### src/rtl/sid_bus_pkg.sv
// Shared types and register map for the SID write-bus initiator.
package sid_bus_pkg;
  localparam logic [2:0] FREQ_LO  = 3'd0;
  localparam logic [2:0] FREQ_HI  = 3'd1;
  localparam logic [2:0] PW_LO    = 3'd2;
  localparam logic [2:0] PW_HI    = 3'd3;
  localparam logic [2:0] ATK_DEC  = 3'd4;
  localparam logic [2:0] SUS_REL  = 3'd5;
  localparam logic [2:0] WAV      = 3'd6;
  localparam logic [2:0] FC_LO    = 3'd0;
  localparam logic [2:0] FC_HI    = 3'd1;
  localparam logic [2:0] RES_FILT = 3'd2;
  localparam logic [2:0] MODE_VOL = 3'd3;
  localparam logic [1:0] VOICE_FILT = 2'd3;

  typedef enum logic [1:0] {IDLE, SETUP, STROBE, HOLD} state_t;

  typedef struct packed {
    logic [1:0] voice;
    logic [2:0] addr;
    logic [7:0] data;
  } sid_cmd_t;
endpackage

### src/rtl/sid_cmd_fifo.sv
// Synchronous command FIFO; head entry is visible on dout while non-empty.
module sid_cmd_fifo
  import sid_bus_pkg::*;
#(
  parameter int DEPTH = 4
) (
  input  logic                     clk,
  input  logic                     rst_n,
  input  logic                     push,
  input  logic                     pop,
  input  sid_cmd_t                 din,
  output sid_cmd_t                 dout,
  output logic [$clog2(DEPTH):0]   count,
  output logic                     empty
);
  localparam int AW = $clog2(DEPTH);

  sid_cmd_t       mem [DEPTH];
  logic [AW-1:0]  wr_ptr, rd_ptr;

  assign dout  = mem[rd_ptr];
  assign empty = (count == '0);

  always_ff @(posedge clk) begin
    if (push) mem[wr_ptr] <= din;
  end

  always_ff @(posedge clk or negedge rst_n) begin
    if (!rst_n) begin
      wr_ptr <= '0;
      rd_ptr <= '0;
      count  <= '0;
    end else begin
      if (push) wr_ptr <= wr_ptr + 1'b1;
      if (pop)  rd_ptr <= rd_ptr + 1'b1;
      case ({push, pop})
        2'b10:   count <= count + 1'b1;
        2'b01:   count <= count - 1'b1;
        default: count <= count;
      endcase
    end
  end
endmodule

### src/rtl/sid_bus_master.sv
// Queues host register writes and replays them onto the SID bus with a
// setup / strobe / hold sequence.
module sid_bus_master
  import sid_bus_pkg::*;
#(
  parameter int FIFO_DEPTH   = 4,
  parameter int SETUP_CYCLES = 1,
  parameter int HOLD_CYCLES  = 1
) (
  input  logic        clk,
  input  logic        rst_n,
  input  logic        cmd_valid,
  output logic        cmd_ready,
  input  logic [1:0]  cmd_voice,
  input  logic [2:0]  cmd_addr,
  input  logic [7:0]  cmd_data,
  output logic [7:0]  bus_ctrl,
  output logic [7:0]  bus_data,
  output logic        idle,
  output logic [15:0] wr_count
);
  localparam int CW   = $clog2(FIFO_DEPTH) + 1;
  localparam int MAXP = (SETUP_CYCLES > HOLD_CYCLES) ? SETUP_CYCLES : HOLD_CYCLES;
  localparam int PW   = $clog2(MAXP + 1);

  state_t         state;
  logic [PW-1:0]  phase;
  logic [CW-1:0]  fifo_count;
  logic           empty, push, pop, last_setup, last_hold;
  sid_cmd_t       head, din;

  assign din        = '{voice: cmd_voice, addr: cmd_addr, data: cmd_data};
  // Ready depends only on registered occupancy, so a same-cycle pop never frees a slot.
  assign cmd_ready  = (fifo_count < CW'(FIFO_DEPTH));
  assign push       = cmd_valid && cmd_ready;
  assign last_setup = (phase == PW'(SETUP_CYCLES - 1));
  assign last_hold  = (phase == PW'(HOLD_CYCLES - 1));
  assign pop        = !empty && ((state == IDLE) || (state == HOLD && last_hold));
  assign idle       = empty && (state == IDLE);

  sid_cmd_fifo #(.DEPTH(FIFO_DEPTH)) u_fifo (
    .clk   (clk),
    .rst_n (rst_n),
    .push  (push),
    .pop   (pop),
    .din   (din),
    .dout  (head),
    .count (fifo_count),
    .empty (empty)
  );

  always_ff @(posedge clk or negedge rst_n) begin
    if (!rst_n) begin
      state    <= IDLE;
      phase    <= '0;
      bus_ctrl <= '0;
      bus_data <= '0;
      wr_count <= '0;
    end else begin
      case (state)
        IDLE: begin
          if (pop) begin
            state    <= SETUP;
            phase    <= '0;
            bus_ctrl <= {3'b000, head.voice, head.addr};
            bus_data <= head.data;
          end
        end
        SETUP: begin
          if (last_setup) begin
            state       <= STROBE;
            phase       <= '0;
            bus_ctrl[7] <= 1'b1;
          end else begin
            phase <= phase + 1'b1;
          end
        end
        STROBE: begin
          state       <= HOLD;
          phase       <= '0;
          bus_ctrl[7] <= 1'b0;
          wr_count    <= wr_count + 16'd1;
        end
        HOLD: begin
          if (!last_hold) begin
            phase <= phase + 1'b1;
          end else if (pop) begin
            state    <= SETUP;
            phase    <= '0;
            bus_ctrl <= {3'b000, head.voice, head.addr};
            bus_data <= head.data;
          end else begin
            state <= IDLE;
          end
        end
        default: state <= IDLE;
      endcase
    end
  end
endmodule

### config.mk
export PLATFORM = sky130hd
export DESIGN_NAME = sid_bus_master
export DESIGN_NICKNAME = d
export VERILOG_FILES = /design/src/rtl/sid_bus_pkg.sv /design/src/rtl/sid_cmd_fifo.sv /design/src/rtl/sid_bus_master.sv
export SDC_FILE = /design/constraint.sdc
export NUM_CORES = 1
export LEC_CHECK = 0
export BUFFER_PORTS_ARGS = -buffer_cell sky130_fd_sc_hd__buf_4
export CAP_MARGIN = 20
export CORE_AREA = 2 2 107 109
export CTS_CLUSTER_SIZE = 20
export DETAILED_ROUTE_END_ITERATION = 10
export DIE_AREA = 0 0 109 111
export GPL_TIMING_DRIVEN = 0
export RECOVER_POWER = 100
export SLEW_MARGIN = 20
export SYNTH_ARGS = -nofsm -noshare
export SYNTH_HDL_FRONTEND = slang
export SYNTH_SLANG_ARGS = --single-unit
### constraint.sdc
create_clock -name clk -period 5.3 [get_ports clk]
set_clock_uncertainty 0.1 [all_clocks]
set_input_delay 0.265 -clock clk [delete_from_list [all_inputs] [get_ports clk]]
set_output_delay 0.265 -clock clk [all_outputs]
set_load 0.05 [all_outputs]
# [Word level (Yosys, flattened, before mapping)]
# Memory sizes are Yosys's and may differ from the RTL's.
# Cells that the tools add are included.
[word_totals] regBits=42 latchBits=0 ramBits=52 rom_bits=0 n_memories=1
[mem_list] memory="u_fifo.mem" words=4 width=13 read_ports=1 rd_ports_with_merged_regs=0 wr=1 line_no="sid_cmd_fifo.sv:18" text="sid_cmd_t mem [DEPTH];"
[classes] n_addsub=6 mul=0 n_div=0 order_cmp=1 n_eq_ne=8 n_shift=0 n_mux=19 n_bitwise=1 n_reduce_logical=14
[ops] operator="8-bit 2-to-1 mux" count=4
[ops] operator="16-bit by 1-bit adder with 16-bit output, second input constant" count=1
[ops] operator="8-bit one-hot mux with 2 select lines" count=1
[ops] operator="7-bit one-hot mux with 2 select lines" count=1
[ops] operator="2-bit one-hot mux with 4 select lines" count=1
[ops] operator="2-bit == test, second input constant" count=3
[ops] operator="1-bit 2-to-1 mux" count=6
[ops] operator="2-bit 2-to-1 mux" count=3
[ops] operator="3-bit one-hot mux with 2 select lines" count=1
[ops] operator="2-bit by 1-bit adder with 2-bit output, second input constant" count=2
[ops] operator="2-bit by 1-bit == test with 1-bit output, second input constant" count=2
[ops] operator="1-bit logical AND" count=4
[ops] operator="2-bit inequality test, second input constant" count=2
[ops] operator="1-bit one-hot mux with 4 select lines" count=1
[ops] operator="2-bit AND reduction" count=2
[ops] operator="2-bit nonzero test" count=2
[ops] operator="3-bit by 1-bit adder with 3-bit output, second input constant" count=1
[ops] operator="3-bit logical NOT" count=1
[ops] operator="3-bit < comparator, second input constant" count=1
[ops] operator="1-bit one-hot mux with 3 select lines" count=1
[ops] operator="3-bit AND reduction" count=1
[ops] operator="3-bit by 1-bit subtractor with 3-bit output, second input constant" count=1
[ops] operator="2-bit logical NOT" count=1
[ops] operator="2-bit by 1-bit inequality test with 1-bit output, second input constant" count=1
[ops] operator="other kinds (5)" count=5

# [Longest topological paths before layout]
[depth] depth_word=7 ltp_mapped=10 depth_no_buf=9

# [Modules after synthesis]
# A second synthesis with hierarchy kept.
[unflattened] hier_cells=213 area_unflattened_um2=3736.1
[by_module_without_submodules] mod="sid_cmd_fifo" n_inst=1 cells_per_inst=104 area_each_um2=2297.2 seq_area_each_um2=1736.7
[by_module_without_submodules] mod="sid_bus_master" n_inst=1 cells_per_inst=109 area_each_um2=1438.9 seq_area_each_um2=800.8

# [Worst setup path before layout]
# OpenSTA, ideal clock, no wires.
[synth_timing] path_kind="register to register" startpoint="register state[0]" endpoint="register u_fifo.count[2]" t_arrival_ns=2.293 required_ns=5.061 slack_ns=2.768 stages_incl_launch_ff=11 path_cell_list="dfrtp_1 inv_1 ha_1 nor2_2 buf_4 ha_1 inv_1 fa_1 xor2_1 nor2_1 xnor2_1"
[synth_between] elab_chain_cells=6 word_cells_on_any_way=9 cone_classes="eq/ne: 3; mux: 1; reduce/logical: 5"
[synth_rtl] item="start, declared" line_no="sid_bus_master.sv:26" text="state_t state;"
[synth_rtl] item="start signal, assigned" line_no="sid_bus_master.sv:54" text="state <= IDLE;"
[synth_rtl] item="start signal, assigned" line_no="sid_bus_master.sv:63" text="state <= SETUP;"
[synth_rtl] item="start signal, assigned" line_no="sid_bus_master.sv:71" text="state <= STROBE;"
[synth_rtl] item="2-bit == test" line_no="sid_bus_master.sv:38" text="assign pop = !empty && ((state == IDLE) || (state == HOLD && last_hold));"
[synth_rtl] item="1-bit logical AND" line_no="sid_bus_master.sv:38"
[synth_rtl] item="1-bit logical OR *" line_no="sid_bus_master.sv:38"
[synth_rtl] item="1-bit logical AND *" line_no="sid_bus_master.sv:38"
[synth_rtl] item="net pop" line_no="sid_bus_master.sv:29" text="logic empty, push, pop, last_setup, last_hold;"
[synth_rtl] item="2-bit by 1-bit == test with 1-bit output / 2-bit == test (equally long branches)" line_no="sid_cmd_fifo.sv:36" text="case ({push, pop})"
[synth_rtl] item="3-bit one-hot mux with 2 select lines / 2-bit nonzero test (equally long branches)"
[synth_rtl] item="end signal, assigned" line_no="sid_cmd_fifo.sv:37" text="2'b10: count <= count + 1'b1;"
[synth_rtl] item="end signal, assigned" line_no="sid_cmd_fifo.sv:38" text="2'b01: count <= count - 1'b1;"
[synth_rtl] item="end signal, assigned" line_no="sid_cmd_fifo.sv:39" text="default: count <= count;"
[synth_rtl] item="end, declared" line_no="sid_cmd_fifo.sv:13" text="output logic [$clog2(DEPTH):0] count,"
# Mark *: on every way through the listed nets, which the timed path passes. The rest lies on a longest branch.
# A chain may end at the register's enable or synchronous reset.

# [Worst setup path in the final report]
# Same ends and word-level chain as after synthesis.

==> run summary <==
endpoints failing hold: 0
die width: 109 um
via count: 1959
hold-critical path depth: 1
DR DRC count: 0
Pwr Density: 624 mW/mm^2
Post-Syn Area: 0.00377 mm^2
crit path launch type: flip-flop
CTS sink count: 91
global route overflow: 0
fmax: 0.289 GHz
Slew Viols, Final: 40
Antenna diodes: 0
combined area of the multi-input logic cells: 0.00110 mm^2
Synth Instances: 217
core outline area: 0.0111 mm^2
Setup CP Type: reg2reg
Die H: 111 um
Syn Area/Cell: 17.4 um^2
root buffer cell: clkbuf_16
EDFF count, synth: 52
Final HPWL DP: 4.35 mm
die area: 0.0121 mm^2
Vias/cell: 4.61
Main synth FF type: edfxtp_1
wire length per cell: 15.9 um
Non-Filler Instances: 425
CP Max Fanout: 10
Hold Slack: 0.0789 ns
largest family of logic cells by synthesized area: multiplexers
WP data required: 5.46 ns
crit share post-route: 0.653
Pre-antenna DRT Iters: 4
Cell Rows: 39
Yosys cell types: 36
Synth Area in Adders: 0.0418
yosys warns: 0
Overall Global Routing Usage: 0.119
xor and xnor area share after synthesis: 0.0488
Max H-tree Level: 3
FF+latch count, synth: 91
register area share after synthesis: 0.673
Worst setup EP type: flip-flop
CTS Buffer Depth: 2
failing checks: max-capacitance violations, max-slew violations
Max Cap Violations: 1
postcts setup bufs: 0
placed cell count: 408
synth-to-layout area growth: 16.7%
global-route wire length before repair: 10.7 mm
Worst-Margin Slew: 2.24 ns
clk_lat worst skew: 0.33 ns
unrepaired setup endpoints after global routing: false
Static Leakage: 1.70 nW
mux cell area share after synthesis: 0.135
Post-CTS Hold Fix Bufs: 1
Simple-Gate Fraction of Synth Area: 0.0660
initial antenna violation count: 0
setup violators final: 0
PortBufs: 47
Worst Hold Class: in2reg
slew margin rel.: -0.495
Async SR Flop Fraction: 0.429
total negative slack: 0 ns
vias in the first global route: 2024
TritonCTS Buffers: 9
Final Wtd Congestion: 0.691
antenna viol nets, final: 0
CTS tree: yes
Peak VDD IR: 0.257 mV
post_cts resized: 0
fillers: 1060
fin crit period: 3.46 ns
Reg clk slew, reported paths: 0.07 ns
layout cells sized above 1: 0.138
storage element area: 0.00254 mm^2
critical path arrival: 3.61 ns
r2r worst-path depth: 10
drt total wl: 6.76 mm
outcome: finished with violations
initial drt markers: 54
Ports: 50
nets: 305
post-synthesis compound-gate area fraction: 0.00796
Initial Util: 0.341
largest net degree at the start of global routing: 40
==> layer usage <==
metal  part of all wire  GRT usage
met2               0.51      0.204
met4             0.0096     0.0368
met3              0.043     0.0329
met5                  0          0
met1               0.43      0.144
==> synthesized netlist by cell type, drive strengths merged, types with 5 or more instances <==
cell type | instances | share of area
nor2 | 5 | 0.0056
nor4 | 5 | 0.0083
dfrtp | 39 | 0.26
ha | 11 | 0.036
nand2 | 9 | 0.0090
xnor2 | 7 | 0.016
buf | 6 | 0.016
inv | 9 | 0.0090
xor2 | 14 | 0.033
edfxtp | 52 | 0.41
and2 | 5 | 0.0083
mux4 | 13 | 0.083
nor3 | 6 | 0.0093
nand4 | 6 | 0.013
mux2 | 14 | 0.050
==> critical path, cell delays in order (launching register included) <==
cell and delay [ns]:
dfrtp_1 0.46, inv_1 0.12, ha_1 0.37, nor2_1 0.57, clkbuf_1 0.63, ha_1 0.31
inv_1 0.06, fa_1 0.37, xor2_1 0.15, nor2_1 0.11, xnor2_1 0.13
==> power by group <==
part | leakage (nW) | switching, W | internal, W
sequential | 0.957 | 0.000112 | 0.000935
clock | 0.147 | 0.000286 | 0.000332
combinational | 0.600 | 0.000675 | 0.000404
total | 1.70 | 0.00107 | 0.00167
==> layout by cell type, fill, tap and decap left out, types with 6 or more instances in the layout <==
| cell type | instances |
|---|---|
| clkbuf_16 | 9 |
| mux4_2 | 8 |
| mux2_1 | 7 |
| dfrtp_1 | 39 |
| edfxtp_1 | 52 |
| inv_1 | 9 |
| xnor2_1 | 7 |
| clkbuf_1 | 49 |
| nand2_1 | 9 |
| ha_1 | 11 |
| mux2_2 | 6 |
| xor2_1 | 14 |
==> sequential cells by signal, summed over array words and instances, names as in the netlist <==
register and count:
u_fifo.count 3, wr_count 16, u_fifo.rd_ptr 2, u_fifo.wr_ptr 2, bus_ctrl 6, state 2
u_fifo.mem 52, bus_data 8
==> layout make-up <==
| class | instances | area share |
|---|---|---|
| Multi-Input combinational cell | 110 | 0.250 |
| Buffer | 8 | 0.0142 |
| Tap cell | 143 | 0.0407 |
| Inverter | 9 | 0.00768 |
| Clock buffer | 9 | 0.0512 |
| Sequential cell | 91 | 0.577 |
| Clock inverter | 7 | 0.0159 |
| Timing Repair Buffer | 48 | 0.0432 |
==> metrics by stage <==
stage / instance area [um^2] / worst slack, ns / utilization / power (W)
4_1_cts: 4610 / 2.36 / 0.416 / 0.00295
2_1_floorplan: 3780 / 2.77 / - / 0.00199
3_5_place_dp: 4310 / 2.37 / 0.389 / 0.00231
6_report: 4400 / 1.84 / 0.397 / 0.00274
3_3_place_gp: 4310 / 2.44 / 0.389 / 0.00227
5_1_grt: 4400 / 1.54 / 0.397 / 0.00292
==> cells by family after synthesis <==
kind of cell | after synthesis
flops | 91
xor+xnor | 21
simple gates | 43
buf+inv | 17
mux | 28
other cells | 1
compound gates | 4
fa+ha+maj | 12
==> path summary, 6_finish.rpt <==
path                         startpoint          endpoint  slack [ns]
max reg2reg                    state[0]   u_fifo.count[2]        1.84
max                            state[0]   u_fifo.count[2]        1.84
min in group asynchronous         rst_n      wr_count[14]        1.04
min reg2reg                wr_count[15]      wr_count[15]        0.37
max in group asynchronous         rst_n          state[1]        2.77
min                         cmd_data[3]  u_fifo.mem[0][3]        0.08
(Power assumes the default switching activity.)
